[config.mk]
export PLATFORM = sky130hd
export DESIGN_NAME = fifo_wr_ctrl_flat
export DESIGN_NICKNAME = d
export VERILOG_FILES = /design/src/rtl/fifo_pkg.sv /design/src/rtl/fifo_wr_ctrl_if.sv /design/src/rtl/grayctr.sv /design/src/rtl/fifo_wr_ctrl.sv /design/src/flat_wrapper.sv
export SDC_FILE = /design/constraint.sdc
export NUM_CORES = 1
export LEC_CHECK = 0
export CAP_MARGIN = 20
export CELL_PAD_IN_SITES_DETAIL_PLACEMENT = 1
export CELL_PAD_IN_SITES_GLOBAL_PLACEMENT = 2
export CORE_ASPECT_RATIO = 1.2
export CORE_UTILIZATION = 29
export CTS_CLUSTER_SIZE = 24
export DETAILED_ROUTE_END_ITERATION = 12
export HOLD_SLACK_MARGIN = 0.12
export PLACE_DENSITY = 0.79
export SLEW_MARGIN = 5
export SYNTH_ARGS = -nofsm -noshare
export SYNTH_HDL_FRONTEND = slang
export SYNTH_SLANG_ARGS = --single-unit
[constraint.sdc]
create_clock -name clk -period 3 [get_ports clk]
set_input_delay 0.6 -clock clk [delete_from_list [all_inputs] [get_ports clk]]
set_output_delay 0.6 -clock clk [all_outputs]
set_load 0.02 [all_outputs]
[src/rtl/fifo_pkg.sv]
// Shared helpers for the async FIFO write and read controllers.
// Latency: none, functions and constants only.
// Backpressure: not applicable.
package fifo_pkg;

  // Widest pointer the helper functions handle. Callers zero-extend into it.
  localparam int MAXW = 32;

  // Pointer width: one extra bit to tell a full FIFO from an empty one.
  function automatic int calc_pw(input int aw);
    return aw + 1;
  endfunction

  // Number of RAM entries addressed by aw address bits.
  function automatic int calc_depth(input int aw);
    return 1 << aw;
  endfunction

  // Gray to binary. Each binary bit is the XOR of all gray bits at or above it.
  // Zero bits above the real pointer width leave the result unchanged.
  function automatic logic [MAXW-1:0] gray2bin(input logic [MAXW-1:0] g);
    logic [MAXW-1:0] b;
    b[MAXW-1] = g[MAXW-1];
    for (int i = MAXW - 2; i >= 0; i--) begin
      b[i] = b[i+1] ^ g[i];
    end
    return b;
  endfunction

  // XOR mask for the full test: invert the top two bits of a pw-wide gray
  // pointer. When pw is 2 this covers both bits.
  function automatic logic [MAXW-1:0] full_mask(input int pw);
    logic [MAXW-1:0] m;
    m = {{(MAXW-2){1'b0}}, 2'b11};
    return m << (pw - 2);
  endfunction

endpackage

[src/rtl/fifo_wr_ctrl_if.sv]
// Write-side bundle between producer/read domain and the write controller.
// Latency: none, wires only.
// Backpressure: producer must treat wr_fire as the accept strobe.
interface fifo_wr_ctrl_if #(
  parameter int ADDR_WIDTH = 4
);
  localparam int PW = fifo_pkg::calc_pw(ADDR_WIDTH);

  logic                  wr_en;
  logic [PW-1:0]         rgray_async;
  logic                  clr_ovf;
  logic                  wr_fire;
  logic [ADDR_WIDTH-1:0] waddr;
  logic [PW-1:0]         wgray;
  logic                  full;
  logic                  afull;
  logic [PW-1:0]         wcount;
  logic                  overflow;

  // Producer / environment side.
  modport master (
    output wr_en, rgray_async, clr_ovf,
    input  wr_fire, waddr, wgray, full, afull, wcount, overflow
  );

  // Controller side.
  modport slave (
    input  wr_en, rgray_async, clr_ovf,
    output wr_fire, waddr, wgray, full, afull, wcount, overflow
  );

endinterface

[src/rtl/grayctr.sv]
// Binary counter with a registered gray-coded copy of its value.
// Latency: next values combinational, bin_q/gray_q one cycle.
// Backpressure: none, advances by inc every cycle.
module grayctr #(
  parameter int WIDTH = 5
) (
  input  logic             clk,
  input  logic             rstn,
  input  logic [WIDTH-1:0] inc,
  output logic [WIDTH-1:0] bin_q,
  output logic [WIDTH-1:0] bin_d,
  output logic [WIDTH-1:0] gray_d,
  output logic [WIDTH-1:0] gray_q
);

  // Next binary value wraps naturally. Its gray image changes one bit per step.
  always_comb begin
    bin_d  = bin_q + inc;
    gray_d = bin_d ^ (bin_d >> 1);
  end

  // Hold both encodings so the gray output is glitch-free for the other domain.
  always_ff @(posedge clk or negedge rstn) begin
    if (!rstn) begin
      bin_q  <= '0;
      gray_q <= '0;
    end else begin
      bin_q  <= bin_d;
      gray_q <= gray_d;
    end
  end

endmodule

[src/rtl/fifo_wr_ctrl.sv]
// Async FIFO write-side controller: pointer, gray export, full/afull/occupancy, overflow.
// Latency: wr_fire combinational; flags and pointers registered, read pointer seen after 2 syncs.
// Backpressure: writes while full are dropped and flagged in sticky overflow.
module fifo_wr_ctrl
  import fifo_pkg::*;
#(
  parameter int ADDR_WIDTH   = 4,
  parameter int AFULL_MARGIN = 2
) (
  input  logic         clk,
  input  logic         rstn,
  fifo_wr_ctrl_if.slave bus
);

  localparam int PW    = calc_pw(ADDR_WIDTH);
  localparam int DEPTH = calc_depth(ADDR_WIDTH);

  // One extra bit so DEPTH itself and the free-entry difference fit.
  localparam logic [PW:0]   DEPTH_X   = (PW+1)'(DEPTH);
  localparam logic [PW:0]   MARGIN_X  = (PW+1)'(AFULL_MARGIN);
  localparam logic [PW-1:0] FULL_MASK = PW'(full_mask(PW));

  logic          wr_fire;
  logic [PW-1:0] wbin_q;
  logic [PW-1:0] wbin_d;
  logic [PW-1:0] gnext;
  logic [PW-1:0] wgray_q;

  logic [PW-1:0] sync1_q,    sync1_d;
  logic [PW-1:0] rgray_s_q,  rgray_s_d;
  logic          full_q,     full_d;
  logic          afull_q,    afull_d;
  logic [PW-1:0] wcount_q,   wcount_d;
  logic          overflow_q, overflow_d;
  logic [PW-1:0] rbin;
  logic [PW:0]   free_d;

  // A write is accepted only while the registered full flag is low.
  assign wr_fire = bus.wr_en & ~full_q;

  grayctr #(
    .WIDTH (PW)
  ) u_wptr (
    .clk    (clk),
    .rstn   (rstn),
    .inc    ({{(PW-1){1'b0}}, wr_fire}),
    .bin_q  (wbin_q),
    .bin_d  (wbin_d),
    .gray_d (gnext),
    .gray_q (wgray_q)
  );

  // Two-stage synchroniser; only this path touches the asynchronous pointer.
  always_comb begin
    sync1_d   = bus.rgray_async;
    rgray_s_d = sync1_q;
  end

  // Flags are computed from the post-write pointer so full rises on the filling edge.
  // The synchronised read pointer lags, so full can only clear late, never early.
  always_comb begin
    rbin       = PW'(gray2bin(MAXW'(rgray_s_q)));
    full_d     = (gnext == (rgray_s_q ^ FULL_MASK));
    wcount_d   = wbin_d - rbin;
    free_d     = DEPTH_X - {1'b0, wcount_d};
    afull_d    = (free_d <= MARGIN_X);
    overflow_d = (bus.wr_en & full_q) | (overflow_q & ~bus.clr_ovf);
  end

  // Synchroniser and flag registers; reset clears everything to the empty state.
  always_ff @(posedge clk or negedge rstn) begin
    if (!rstn) begin
      sync1_q    <= '0;
      rgray_s_q  <= '0;
      full_q     <= 1'b0;
      afull_q    <= 1'b0;
      wcount_q   <= '0;
      overflow_q <= 1'b0;
    end else begin
      sync1_q    <= sync1_d;
      rgray_s_q  <= rgray_s_d;
      full_q     <= full_d;
      afull_q    <= afull_d;
      wcount_q   <= wcount_d;
      overflow_q <= overflow_d;
    end
  end

  assign bus.wr_fire  = wr_fire;
  assign bus.waddr    = wbin_q[ADDR_WIDTH-1:0];
  assign bus.wgray    = wgray_q;
  assign bus.full     = full_q;
  assign bus.afull    = afull_q;
  assign bus.wcount   = wcount_q;
  assign bus.overflow = overflow_q;

endmodule
[src/flat_wrapper.sv]
// flat-port wrapper written by rule: the top's interface ports become plain ports
module fifo_wr_ctrl_flat import fifo_pkg::*;
#(
  parameter int ADDR_WIDTH   = 4,
  parameter int AFULL_MARGIN = 2
)
  (clk, rstn, bus_wr_en, bus_rgray_async, bus_clr_ovf, bus_wr_fire, bus_waddr, bus_wgray, bus_full, bus_afull, bus_wcount, bus_overflow);
  fifo_wr_ctrl_if #(.ADDR_WIDTH(ADDR_WIDTH)) bus_i ();
  input  logic clk;
  input  logic rstn;
  input wire logic [$bits(bus_i.wr_en)-1:0] bus_wr_en;
  input wire logic [$bits(bus_i.rgray_async)-1:0] bus_rgray_async;
  input wire logic [$bits(bus_i.clr_ovf)-1:0] bus_clr_ovf;
  output wire logic [$bits(bus_i.wr_fire)-1:0] bus_wr_fire;
  output wire logic [$bits(bus_i.waddr)-1:0] bus_waddr;
  output wire logic [$bits(bus_i.wgray)-1:0] bus_wgray;
  output wire logic [$bits(bus_i.full)-1:0] bus_full;
  output wire logic [$bits(bus_i.afull)-1:0] bus_afull;
  output wire logic [$bits(bus_i.wcount)-1:0] bus_wcount;
  output wire logic [$bits(bus_i.overflow)-1:0] bus_overflow;
  assign bus_i.wr_en = bus_wr_en;
  assign bus_i.rgray_async = bus_rgray_async;
  assign bus_i.clr_ovf = bus_clr_ovf;
  assign bus_wr_fire = bus_i.wr_fire;
  assign bus_waddr = bus_i.waddr;
  assign bus_wgray = bus_i.wgray;
  assign bus_full = bus_i.full;
  assign bus_afull = bus_i.afull;
  assign bus_wcount = bus_i.wcount;
  assign bus_overflow = bus_i.overflow;
  fifo_wr_ctrl #(.ADDR_WIDTH(ADDR_WIDTH), .AFULL_MARGIN(AFULL_MARGIN)) u_core (.clk(clk), .rstn(rstn), .bus(bus_i));
endmodule
==> flow_metrics.py <==
metrics = {
    "sta": {
        "fin_skew_ns": 0.00632,
        "final-setup-viol-count": 0,
        "fin_crit_ns": 2.98,
        "slew_viol_final": 0,
        "slew_headroom_pct": 74.8,
        "grt_setup_unrepaired": "true",
        "finalHoldViolations": 0,
        "clock.fmax_mhz": 336,
        "worst_pin_slew_ns": 0.375,
        "layout_worst_path_cycle_share_pct": 99.2,
    },
    "clock_tree": {
        "clkLatencyLatePin_ns": 0.28,
        "numCtsBuffers": 3,
        "cts_buffer_depth": 2,
        "clock-sinks": 27,
        "htreeDepth": 1,
        "ctsHoldBuffers": 0,
        "clk_pin_slew_ns": 0.10,
        "cts_tree": "built",
        "cts-root-buf": "clkbuf_8",
    },
    "drt": {
        "drt-total-wl_mm": 2.62,
        "drt_iter0_markers": 20,
        "vias_per_cell": 4.25,
        "wl_per_cell_um": 13.8,
        "drt_first_pass_iters": 4,
        "final_antenna_net_count": 0,
        "drc": 0,
        "vias": 808,
    },
    "worst_setup_path": {
        "arrival_ns": 3.18,
        "cp.required_ns": 3.21,
        "end_kind": "flop",
        "start_kind": "input pin",
        "worstPathMaxFanout": 3,
        "crit_type": "in -> reg",
    },
    "layout": {
        "layout.nets": 155,
        "finish.cell_count_without_fillers": 190,
        "design_area_um2": 1760,
        "drive_gt1_share_pct": 25.7,
        "syn2layout_area_growth_pct": 48.2,
        "diodes": 0,
    },
    "floorplanning": {
        "die_h_um": 72.1,
        "coreArea_um2": 3940,
        "die_w_um": 60.4,
        "die-area_um2": 4360,
        "initial_core_util_pct": 30.2,
        "ioPinCount": 27,
        "num_rows": 25,
    },
    "global_routing": {
        "first_global_vias": 910,
        "grt-ovfl-total": 0,
        "track_usage_pct": 13.7,
        "grt_first_pass_wirelength_mm": 4.33,
        "grt_max_degree": 28,
        "antenna_found_initial": 0,
    },
    "place": {
        "dp_hpwl_mm": 2.04,
        "dp_cells": 184,
        "port_buffers": 26,
        "dpl-instance-area_um2": 1650,
        "place_congestion": 0.725,
    },
    "power_and_ir_drop": {
        "p_per_area_nw_per_um2": 1360,
        "ir_drop_mv": 0.515,
        "leakage_nw": 0.793,
    },
    "synthesis": {
        "syn-num-nets": 106,
        "synthAdderAreaFrac_pct": 10.1,
        "yosysSeqAreaShare_pct": 56.8,
        "muxShareOfSynthArea_pct": 0,
        "synthCells": 88,
        "yosys_warnings": 0,
        "synth_compound_area_share_pct": 3.79,
        "synth-simple-area-share_pct": 7.05,
        "synth_top_family_by_area": "XOR/XNOR gates",
        "synth.distinct_cells": 22,
        "avgSynthCellArea_um2": 13.5,
        "synthXorXnorAreaFrac_pct": 19.4,
        "syn_area_um2": 1190,
        "ys_seq_elements": 27,
    },
    "flow_run": {
        "maxCapViolations": 0,
    },
    "min_path": {
        "hold_class": "reg -> reg",
    },
    "run_status": {
        "status": "complete, no violations",
    },
}
-- path summary, 6_finish.rpt --
kind | start | end | slack, ns | cells past startpoint
worst max-delay path | bus_wr_en | u_core.bus.afull$_DFF_PN0_ | 0.02 | 12
worst min-delay path | u_core.rgray_s_d[1]$_DFF_PN0_ | u_core.rgray_s_q[1]$_DFF_PN0_ | 0.36 | 0
worst max register to register | u_core.rgray_s_q[4]$_DFF_PN0_ | u_core.bus.afull$_DFF_PN0_ | 0.07 | 11
worst min register to register | u_core.rgray_s_d[1]$_DFF_PN0_ | u_core.rgray_s_q[1]$_DFF_PN0_ | 0.36 | 0
max in group asynchronous | rstn | u_core.rgray_s_q[2]$_DFF_PN0_ | 2.04 | 2
min in group asynchronous | rstn | u_core.bus.wcount[3]$_DFF_PN0_ | 0.70 | 2
-- cells by family (layout without fill, tap and decap cells) --
kind of cell / count (synthesis) / in the layout
AO/OA/AOI/OAI: 6 / 6
XOR/XNOR: 22 / 22
flip-flops: 27 / 27
buffers and inverters: 9 / 57
AND/OR/NAND/NOR: 15 / 15
adder cells (fa/ha/maj): 9 / 9
-- critical path: stages --
cell and delay (ns):
clkdlybuf4s50_1 0.48, nor2b_4 0.21, ha_4 0.23, inv_2 0.06, ha_1 0.15, inv_1 0.07, fa_2 0.34, and2_1 0.16
a221o_2 0.36, xnor2_2 0.15, a211o_1 0.25, a21oi_2 0.12
-- synthesized netlist by cell type --
cell type	count	area share (%)
a211o_1	1	0.74
nand4_1	1	0.53
a21o_1	2	1.3
nand3_1	3	1.3
nand2_1	3	0.95
fa_1	1	1.7
xnor2_2	1	1.4
xnor3_2	2	4.0
nor2b_1	3	1.6
nor3b_1	1	0.63
ha_1	8	8.4
a21oi_1	1	0.42
dfrtp_1	27	57
inv_1	9	2.8
nand2b_1	1	0.53
o21ai_0	1	0.42
nor3_1	1	0.42
a221o_2	1	0.95
xor2_1	9	6.6
and2_1	1	0.53
xnor2_1	10	7.4
nand3b_1	1	0.63
-- routing by layer --
| metal | part of all wire, % | global-route usage [%] | up-vias |
|---|---|---|---|
| met5 | 0 | 0 | - |
| met4 | 1.9 | 5.56 | 0 |
| met3 | 3.0 | 2.14 | 4 |
| met2 | 57 | 24.3 | 22 |
| met1 | 38 | 16.2 | 407 |
| li1 | - | - | 375 |
-- per-stage QoR --
stage	utilization, %	hold WS (ns)	setup TNS [ns]	setup slack [ns]	total power [mW]
after global routing	44.7	0.376	-0.0776	-0.0776	2.58
after floorplan	-	0.304	0	0.0397	1.45
after detailed placement	41.8	0.336	-0.829	-0.457	2.13
final	44.7	0.361	0	0.0232	2.39
after global placement	41.8	0.333	-0.560	-0.328	2.05
after CTS	44.4	0.364	0	0.000343	2.41
-- where the power goes --
part           internal [mW]  switching, mW  total [mW]
logic                  0.831          0.765        1.60
clock network         0.0943          0.116       0.211
registers              0.496         0.0889       0.585
-- final cells by class --
class | count | area [µm²]
inverter | 9 | 33.8
tap | 54 | 67.6
clock buffer | 3 | 41.3
timing repair buffer | 44 | 395
fill | 448 | 2180
sequential | 27 | 676
clock inverter | 1 | 7.51
multi-input combinational | 52 | 541
-- timing repair --
action                     4_1_cts  5_1_grt
setup endpoints to repair        1        2
pin swaps                        2        2
buffers inserted                 2        0
resized for setup                7        2
-- cells in the final DEF (no fill, tap or decap), drive strengths merged, types with 3 or more instances in the layout --
cell type / n
buf: 18
inv: 9
dfrtp: 27
clkdlybuf4s50: 26
xor2: 9
nor2b: 3
clkbuf: 3
xnor2: 11
nand2: 3
nand3: 3
ha: 8
-- registers in the layout, summed over array words and instances, names as in the netlist --
register              cells
u_core.bus.wcount         5
u_core.bus.overflow       1
u_core.rgray_s_d          5
u_core.bus.afull          1
u_core.u_wptr.gray_q      4
u_core.rgray_s_q          5
u_core.u_wptr.bin_q       5
u_core.bus.full           1
(Power assumes the default switching activity.)
